`config.mk`:
```
export PLATFORM = sky130hd
export DESIGN_NAME = addsub_accumulator_flat
export DESIGN_NICKNAME = d
export VERILOG_FILES = /design/src/rtl/addsub_pkg.sv /design/src/rtl/addsub_accumulator_if.sv /design/src/rtl/acc_sat_add.sv /design/src/rtl/addsub_accumulator.sv /design/src/flat_wrapper.sv
export SDC_FILE = /design/constraint.sdc
export NUM_CORES = 1
export LEC_CHECK = 0
export CAP_MARGIN = 40
export CELL_PAD_IN_SITES_DETAIL_PLACEMENT = 0
export CELL_PAD_IN_SITES_GLOBAL_PLACEMENT = 1
export CORE_MARGIN = 5
export CORE_UTILIZATION = 42
export CTS_BUF_LIST = sky130_fd_sc_hd__clkbuf_8
export CTS_CLUSTER_SIZE = 25
export DETAILED_ROUTE_END_ITERATION = 16
export HOLD_SLACK_MARGIN = 0.03
export PLACE_DENSITY = 0.94
export SLEW_MARGIN = 20
export SYNTH_ARGS = -nofsm -noshare
export SYNTH_HDL_FRONTEND = slang
export SYNTH_SLANG_ARGS = --single-unit
```
`constraint.sdc`:
```
create_clock -name CLOCK_50 -period 2.9 [get_ports CLOCK_50]
set_input_delay 0.58 -clock CLOCK_50 [delete_from_list [all_inputs] [get_ports CLOCK_50]]
set_output_delay 0.58 -clock CLOCK_50 [all_outputs]
set_load 0.1 [all_outputs]
```
`src/rtl/addsub_pkg.sv`:
```
// addsub_pkg: shared types and constants for the add/sub accumulator slice.
// Contents: FSM state type, default total width / op limit, upstream result width.
package addsub_pkg;

    typedef enum logic [1:0] {IDLE, CAPTURE, ADD, FULL_ST} state_t;

    localparam int ACC_W_DEF   = 8;
    localparam int MAX_OPS_DEF = 15;
    localparam int SUM_W       = 4;

endpackage

```
`src/rtl/addsub_accumulator_if.sv`:
```
// addsub_accumulator_if: result-in / total-out bundle between upstream and accumulator.
// Signals: SUM_IN, OVF_IN, IN_VALID, CLEAR (upstream -> accumulator);
//          IN_READY, ACC, ACC_VALID, STICKY_OVF, ACC_OVF, COUNT, FULL (accumulator -> upstream).
// Modports: master = upstream driver, slave = accumulator.
interface addsub_accumulator_if
    import addsub_pkg::*;
#(
    parameter int ACC_W = ACC_W_DEF
);
    logic signed [SUM_W-1:0] SUM_IN;
    logic                    OVF_IN;
    logic                    IN_VALID;
    logic                    IN_READY;
    logic                    CLEAR;
    logic signed [ACC_W-1:0] ACC;
    logic                    ACC_VALID;
    logic                    STICKY_OVF;
    logic                    ACC_OVF;
    logic [3:0]              COUNT;
    logic                    FULL;

    modport master (
        output SUM_IN, OVF_IN, IN_VALID, CLEAR,
        input  IN_READY, ACC, ACC_VALID, STICKY_OVF, ACC_OVF, COUNT, FULL
    );

    modport slave (
        input  SUM_IN, OVF_IN, IN_VALID, CLEAR,
        output IN_READY, ACC, ACC_VALID, STICKY_OVF, ACC_OVF, COUNT, FULL
    );
endinterface

```
`src/rtl/acc_sat_add.sv`:
```
// acc_sat_add: combinational W-bit signed adder with overflow flag and optional clamp.
// Ports: a, b (signed addends), sum (result), ovf (signed overflow of a+b).
// Config: ADDSUB_ACC_SATURATE_EN defined -> sum clamps to the signed limit on overflow;
//         undefined -> sum wraps modulo 2^W.
module acc_sat_add #(
    parameter int W = 8
) (
    input  logic signed [W-1:0] a,
    input  logic signed [W-1:0] b,
    output logic signed [W-1:0] sum,
    output logic                ovf
);
    logic signed [W-1:0] raw;

    assign raw = a + b;
    // Overflow only possible when both addends share a sign that the result lacks.
    assign ovf = (a[W-1] == b[W-1]) && (raw[W-1] != a[W-1]);

`ifdef ADDSUB_ACC_SATURATE_EN
    assign sum = !ovf ? raw : a[W-1] ? {1'b1, {(W-1){1'b0}}} : {1'b0, {(W-1){1'b1}}};
`else
    assign sum = raw;
`endif
endmodule

```
`src/rtl/addsub_accumulator.sv`:
```
// addsub_accumulator: accumulates signed 4-bit upstream results into a signed running total.
// Ports: CLOCK_50 (clock), RESETN (sync active-low reset), bus (addsub_accumulator_if.slave).
// Flow: IDLE accepts -> CAPTURE sign-extends -> ADD updates total; FULL_ST after MAX_OPS results.
// Config: ADDSUB_ACC_SATURATE_EN selects clamping instead of wrapping on total overflow.
module addsub_accumulator
    import addsub_pkg::*;
#(
    parameter int ACC_W   = ACC_W_DEF,
    parameter int MAX_OPS = MAX_OPS_DEF
) (
    input logic                 CLOCK_50,
    input logic                 RESETN,
    addsub_accumulator_if.slave bus
);
    localparam logic [3:0] MAX_C = 4'(MAX_OPS);

    state_t                  state, state_nx;
    logic signed [SUM_W-1:0] op_raw;
    logic signed [ACC_W-1:0] op_ext;
    logic signed [ACC_W-1:0] acc;
    logic signed [ACC_W-1:0] sum;
    logic                    add_ovf;
    logic                    accept;
    logic [3:0]              count;
    logic [3:0]              count_nx;
    logic                    acc_valid;
    logic                    sticky_ovf;
    logic                    acc_ovf;

    // CLEAR beats a simultaneous handshake, so it also vetoes acceptance.
    assign accept   = (state == IDLE) && bus.IN_VALID && !bus.CLEAR;
    assign count_nx = count + 4'd1;

    acc_sat_add #(.W(ACC_W)) u_add (
        .a   (acc),
        .b   (op_ext),
        .sum (sum),
        .ovf (add_ovf)
    );

    always_comb begin
        state_nx = state;
        case (state)
            IDLE:    state_nx = accept ? CAPTURE : IDLE;
            CAPTURE: state_nx = ADD;
            ADD:     state_nx = (count_nx == MAX_C) ? FULL_ST : IDLE;
            FULL_ST: state_nx = FULL_ST;
            default: state_nx = IDLE;
        endcase
    end

    always_ff @(posedge CLOCK_50) begin
        if (!RESETN || bus.CLEAR) begin
            state      <= IDLE;
            op_raw     <= '0;
            op_ext     <= '0;
            acc        <= '0;
            count      <= '0;
            acc_valid  <= 1'b0;
            sticky_ovf <= 1'b0;
            acc_ovf    <= 1'b0;
        end else begin
            state     <= state_nx;
            acc_valid <= (state == ADD);
            if (accept) begin
                op_raw     <= bus.SUM_IN;
                sticky_ovf <= sticky_ovf | bus.OVF_IN;
            end
            if (state == CAPTURE)
                op_ext <= ACC_W'(op_raw);
            if (state == ADD) begin
                acc     <= sum;
                count   <= count_nx;
                acc_ovf <= acc_ovf | add_ovf;
            end
        end
    end

    assign bus.IN_READY   = (state == IDLE);
    assign bus.ACC        = acc;
    assign bus.ACC_VALID  = acc_valid;
    assign bus.STICKY_OVF = sticky_ovf;
    assign bus.ACC_OVF    = acc_ovf;
    assign bus.COUNT      = count;
    assign bus.FULL       = (count == MAX_C);
endmodule

```
`src/flat_wrapper.sv`:
```
// flat-port wrapper written by rule: the top's interface ports become plain ports
module addsub_accumulator_flat import addsub_pkg::*;
#(
    parameter int ACC_W   = ACC_W_DEF,
    parameter int MAX_OPS = MAX_OPS_DEF
)
  (CLOCK_50, RESETN, bus_SUM_IN, bus_OVF_IN, bus_IN_VALID, bus_CLEAR, bus_IN_READY, bus_ACC, bus_ACC_VALID, bus_STICKY_OVF, bus_ACC_OVF, bus_COUNT, bus_FULL);
  addsub_accumulator_if #(.ACC_W(ACC_W)) bus_i ();
  input logic CLOCK_50;
  input logic RESETN;
  input wire logic [$bits(bus_i.SUM_IN)-1:0] bus_SUM_IN;
  input wire logic [$bits(bus_i.OVF_IN)-1:0] bus_OVF_IN;
  input wire logic [$bits(bus_i.IN_VALID)-1:0] bus_IN_VALID;
  input wire logic [$bits(bus_i.CLEAR)-1:0] bus_CLEAR;
  output wire logic [$bits(bus_i.IN_READY)-1:0] bus_IN_READY;
  output wire logic [$bits(bus_i.ACC)-1:0] bus_ACC;
  output wire logic [$bits(bus_i.ACC_VALID)-1:0] bus_ACC_VALID;
  output wire logic [$bits(bus_i.STICKY_OVF)-1:0] bus_STICKY_OVF;
  output wire logic [$bits(bus_i.ACC_OVF)-1:0] bus_ACC_OVF;
  output wire logic [$bits(bus_i.COUNT)-1:0] bus_COUNT;
  output wire logic [$bits(bus_i.FULL)-1:0] bus_FULL;
  assign bus_i.SUM_IN = bus_SUM_IN;
  assign bus_i.OVF_IN = bus_OVF_IN;
  assign bus_i.IN_VALID = bus_IN_VALID;
  assign bus_i.CLEAR = bus_CLEAR;
  assign bus_IN_READY = bus_i.IN_READY;
  assign bus_ACC = bus_i.ACC;
  assign bus_ACC_VALID = bus_i.ACC_VALID;
  assign bus_STICKY_OVF = bus_i.STICKY_OVF;
  assign bus_ACC_OVF = bus_i.ACC_OVF;
  assign bus_COUNT = bus_i.COUNT;
  assign bus_FULL = bus_i.FULL;
  addsub_accumulator #(.ACC_W(ACC_W), .MAX_OPS(MAX_OPS)) u_core (.CLOCK_50(CLOCK_50), .RESETN(RESETN), .bus(bus_i));
endmodule
```
Word-level counts from Yosys, hierarchy flattened

Cells that the tools add are included.

Bits in registers: 25
Output and inout bits: 17
Word-level logic and storage cells: 29

Add/sub/neg operators: 2
Equal/unequal tests: 7
Muxes and demuxes: 3
Bitwise logic cells: 2
Reduce and logical (&&, ||, !) cells: 7

Operators with widths:

| cell                | count |
|---|---|
| $add 8x4->8         | 1 |
| $eq 4x4->1 const B  | 2 |
| $pmux 2 s4          | 1 |
| $add 4x1->4 const B | 1 |
| $eq 2x2->1 const B  | 2 |
| $logic_and 1x1->1   | 3 |
| $eq 2x1->1 const B  | 1 |
| $logic_not 1->1     | 2 |
| $logic_not 2->1     | 1 |
| $mux 2              | 1 |
| $or 1x1->1          | 2 |
| $eq 1x1->1          | 1 |
| $logic_or 1x1->1    | 1 |
| $mux 1              | 1 |
| $ne 1x1->1          | 1 |

Logic depth before layout (Yosys ltp)

Depth in word-level cells: 5
Gate-level depth with buffers: 7
Gate-level depth less buffers: 7

Modules after synthesis

From an unflattened synthesis, not the netlist that was laid out.

Cell total of the unflattened synthesis: 145
Area, all modules: 1249.9 um^2

Modules (own cells, without submodules):

| module             | instances | cells each | area each (um^2) | sequential area each (um^2) |
|---|---|---|---|---|
| addsub_accumulator | 1         | 111        | 970.9            | 500.5 |
| acc_sat_add        | 1         | 34         | 279.0            | 0.0 |

Least setup slack after synthesis

Ideal clock, no wire load.

Path kind: reg-to-output
From: reg u_core.count[1] (netlist: u_core.bus.COUNT[1])
To: out bus_FULL
Arrival: 2125 ps
Data required time: 2320 ps
Path slack: 195 ps
Cell stages (with the launch flop): 3
Path buffers: 0
Path through: dfxtp_1 -> ha_1 -> and3_1

Cells in the longest elaborated chain, start to end: 1

Ends and longest elaborated chain:

| element                | line                     | text |
|---|---|---|
| start, declared        | addsub_accumulator.sv:24 | `logic [3:0] count;` |
| start signal, assigned | addsub_accumulator.sv:73 | `count <= count_nx;` |
| $eq 4x4->1             | addsub_accumulator.sv:85 | `assign bus.FULL = (count == MAX_C);` |
| end, declared          | flat_wrapper.sv:21       | `output wire logic [$bits(bus_i.FULL)-1:0] bus_FULL;` |

No other way between the ends.

Worst setup path in the final report

Same ends and word-level chain as after synthesis.

==> impl_metrics.ini <==
[min_path]
holdPathStages = 2
hold_end = u_core.bus.ACC_OVF
hold_path_class = reg -> reg
hp-start = u_core.bus.ACC_OVF

[sta]
rsz0062_at_grt = false
hold_violations = 0
fmax_mhz = 514
min_period_ns = 1.95
holdWs_ns = 0.462
worst_pin_slew_ns = 0.481
final-setup-viol-count = 0
layout_setup_ws_ns = 0.955
max_slew_margin = 0.679
period_share = 0.671
maxSlewViolCount = 0
finClkSkew_ns = 0.00327
finalSetupTns_ns = 0

[layout]
layout-drive-gt1-share = 0.157
antenna_cells = 0
nNetsFinal = 192
area_growth_pct = 22.3
final_area_sq_um = 1560
fillers = 289

[floorplanning]
start_util = 0.429
die_y_um = 65.2
die_w_um = 65.2
core_area_sq_um = 2980
rows = 20
die-area_sq_um = 4250
pin_count = 26

[grt]
grt_max_degree = 17
track_usage = 0.134
grt_pass1_vias = 1081
antenna_found_initial = 0
gr-total-overflow = 0
grt_pass1_wl_um = 4550

[setup_path]
path_cells = ha_1, and3_1, buf_4
crit_fanout = 5
arrival_ns = 1.37
worst-setup-path-type = reg -> out
startpoint_type = flip-flop
critPathMaxStageDelay_ns = 0.42
end_kind = output port
reg2reg_to = u_core.bus.ACC[6]
worst_path_max_delay_cell = dfxtp_1
regToRegStartpoint = u_core.bus.ACC[0]
reg2reg_slack_ns = 0.96
required_ns = 2.32
reg2reg_depth = 6

[synthesis]
synth-xor-area-share = 0.0411
synth_edf_count = 0
async_reset_ff_frac = 0
synthFlopType = dfxtp_1
syn_inst = 147
syn_area_sq_um = 1280
syn_nets = 166
synthSimpleGateAreaFrac = 0.202
muxShareOfSynthArea = 0.0861
yosys.area.top_type = dfxtp_1
synth_area_leaders = dfxtp_1 39%, ha_1 8.8%, mux2i_1 8.6%
synth_compound_area_frac = 0.137
yosys.area.top_type_share = 0.391
yosysWarnings = 0
ys_ff_latch = 25
synthTopCellsByCount = 25 x dfxtp_1, 25 x nor2_1, 18 x nand2_1
synth_area_per_cell_sq_um = 8.70
synth_top_family_by_area = simple AND/OR/NAND/NOR gates
synthDistinctLibCells = 29
synthAdderAreaFrac = 0.104
ys_seq_area_frac = 0.391

[power]
ir_worst_vdd_v = 0.000310
pwr_density_cell_nw_per_um2 = 392
p_clk_frac = 0.346
p_sw_frac = 0.239
internal_power_w = 0.000466
p_seq_frac = 0.571
p_sw_w = 0.000147
p_comb_frac = 0.084
p_leak_nw = 0.718

[place]
place_congestion = 0.824
io_buffers = 25
dp_slack_ns = 0.989
place_area_sq_um = 1520
dp_hpwl_um = 2060

[routing]
wl_per_cell_um = 12.8
drc = 0
ant_nets = 0
vias_per_cell = 5.19
first_iter_violations = 34
routed_wirelength_um = 2620
vias = 1063
first_pass_iters = 4

[clock_network]
cts_setup_buffers = 0
clkSlewWorstSetupHoldPaths_ns = 0.09
ctsHoldBuffers = 0
cts_root_buf = clkbuf_8
cts.sinks = 25
cts_tree = built
ctsHtreeMaxLevel = 1
cts_buffer_depth = 2
ctsResizeCount = 0
clk_latency_ns = 0.27
cts_buffers = 3

[run_status]
status = completed

[run]
max_cap_viol_count = 0
[final cells by class]
cell class                      instances  area, sq um  area share
Multi-Input combinational cell        111          728       0.466
Sequential cell                        25          500       0.320
Timing Repair Buffer                   28          230       0.147
Clock buffer                            3         41.3      0.0264
Tap cell                               33         41.3      0.0264
Inverter                                4         15.0     0.00960
Clock inverter                          1         7.51     0.00480
[worst max-delay path, delay by kind of cell (launching register included)]
kind,cells,cell delay [ns]
flops,1,0.42
buf+inv,1,0.28
fa+ha+maj,1,0.23
simple gates,1,0.16
[how the worst max path moves through the flow]
stage	start	to	slack (ns)	cells after the start
5_1_grt	u_core.bus.ACC[1]	u_core.bus.ACC[7]	0.83	6
6_report	u_core.bus.COUNT[1]	bus_FULL	0.95	3
4_1_cts	u_core.bus.ACC[1]	u_core.bus.ACC[7]	0.94	6
3_3_place_gp	RESETN	u_core.bus.ACC[5]	1.02	6
3_5_place_dp	u_core.bus.ACC[1]	u_core.bus.ACC[7]	0.99	6
2_1_floorplan	u_core.bus.COUNT[1]	bus_FULL	0.20	2
[metal layers]
metal / global-route usage / wire length (um) / vias to the layer above
met1: 0.152 / 1180 / 491
met5: 0 / 0 / -
li1: - / - / 547
met4: 0.0155 / 10 / 0
met3: 0.0444 / 153 / 2
met2: 0.249 / 1280 / 23
[sequential cells by signal, indices dropped and copies added (netlist names)]
register	count
u_core.bus.ACC_VALID	1
u_core.op_ext	4
u_core.bus.COUNT	4
u_core.bus.STICKY_OVF	1
u_core.bus.ACC	8
u_core.state	2
u_core.bus.ACC_OVF	1
u_core.op_raw	4
[kinds of logic after synthesis]
family / count (synthesis)
adders and majority gates: 10
buffers and inverters: 11
xor gates and xnor gates: 6
DFF: 25
AOI/OAI and AO/OA: 25
and+or+nand+nor: 59
muxes: 11
[power by group through the flow]
| stage | logic (W) | clock network (W) | registers [W] |
|---|---|---|---|
| after floorplan | 0.0000274 | 0 | 0.000363 |
| after detailed placement | 0.0000519 | 0 | 0.000357 |
| after CTS | 0.0000519 | 0.000218 | 0.000349 |
| final | 0.0000513 | 0.000212 | 0.000349 |
| after global placement | 0.0000506 | 0 | 0.000357 |
| after global routing | 0.0000561 | 0.000233 | 0.000350 |
[stage by stage]
step,total power [W],instances,utilization
floorplan,0.000391,147,-
global placement,0.000408,201,0.509
detailed placement,0.000409,201,0.509
CTS,0.000619,205,0.525
global route,0.000639,205,0.525
finish,0.000613,205,0.525
[placed cells by master (no fill, tap or decap), types with 2 or more instances in the layout]
cell              n
nor2_1           25
dfxtp_1          25
buf_4            20
nand2_1          18
mux2i_1          11
ha_1              9
clkdlybuf4s50_1   8
a21oi_1           7
inv_1             4
nand3_1           4
and2_1            4
o21ai_0           4
a211oi_1          4
nand2b_1          3
xnor2_1           3
xor2_1            3
clkbuf_8          3
nor2b_1           2
a211oi_2          2
o31ai_1           2
a211o_1           2
Note: power is estimated with default switching activity, not from simulation.
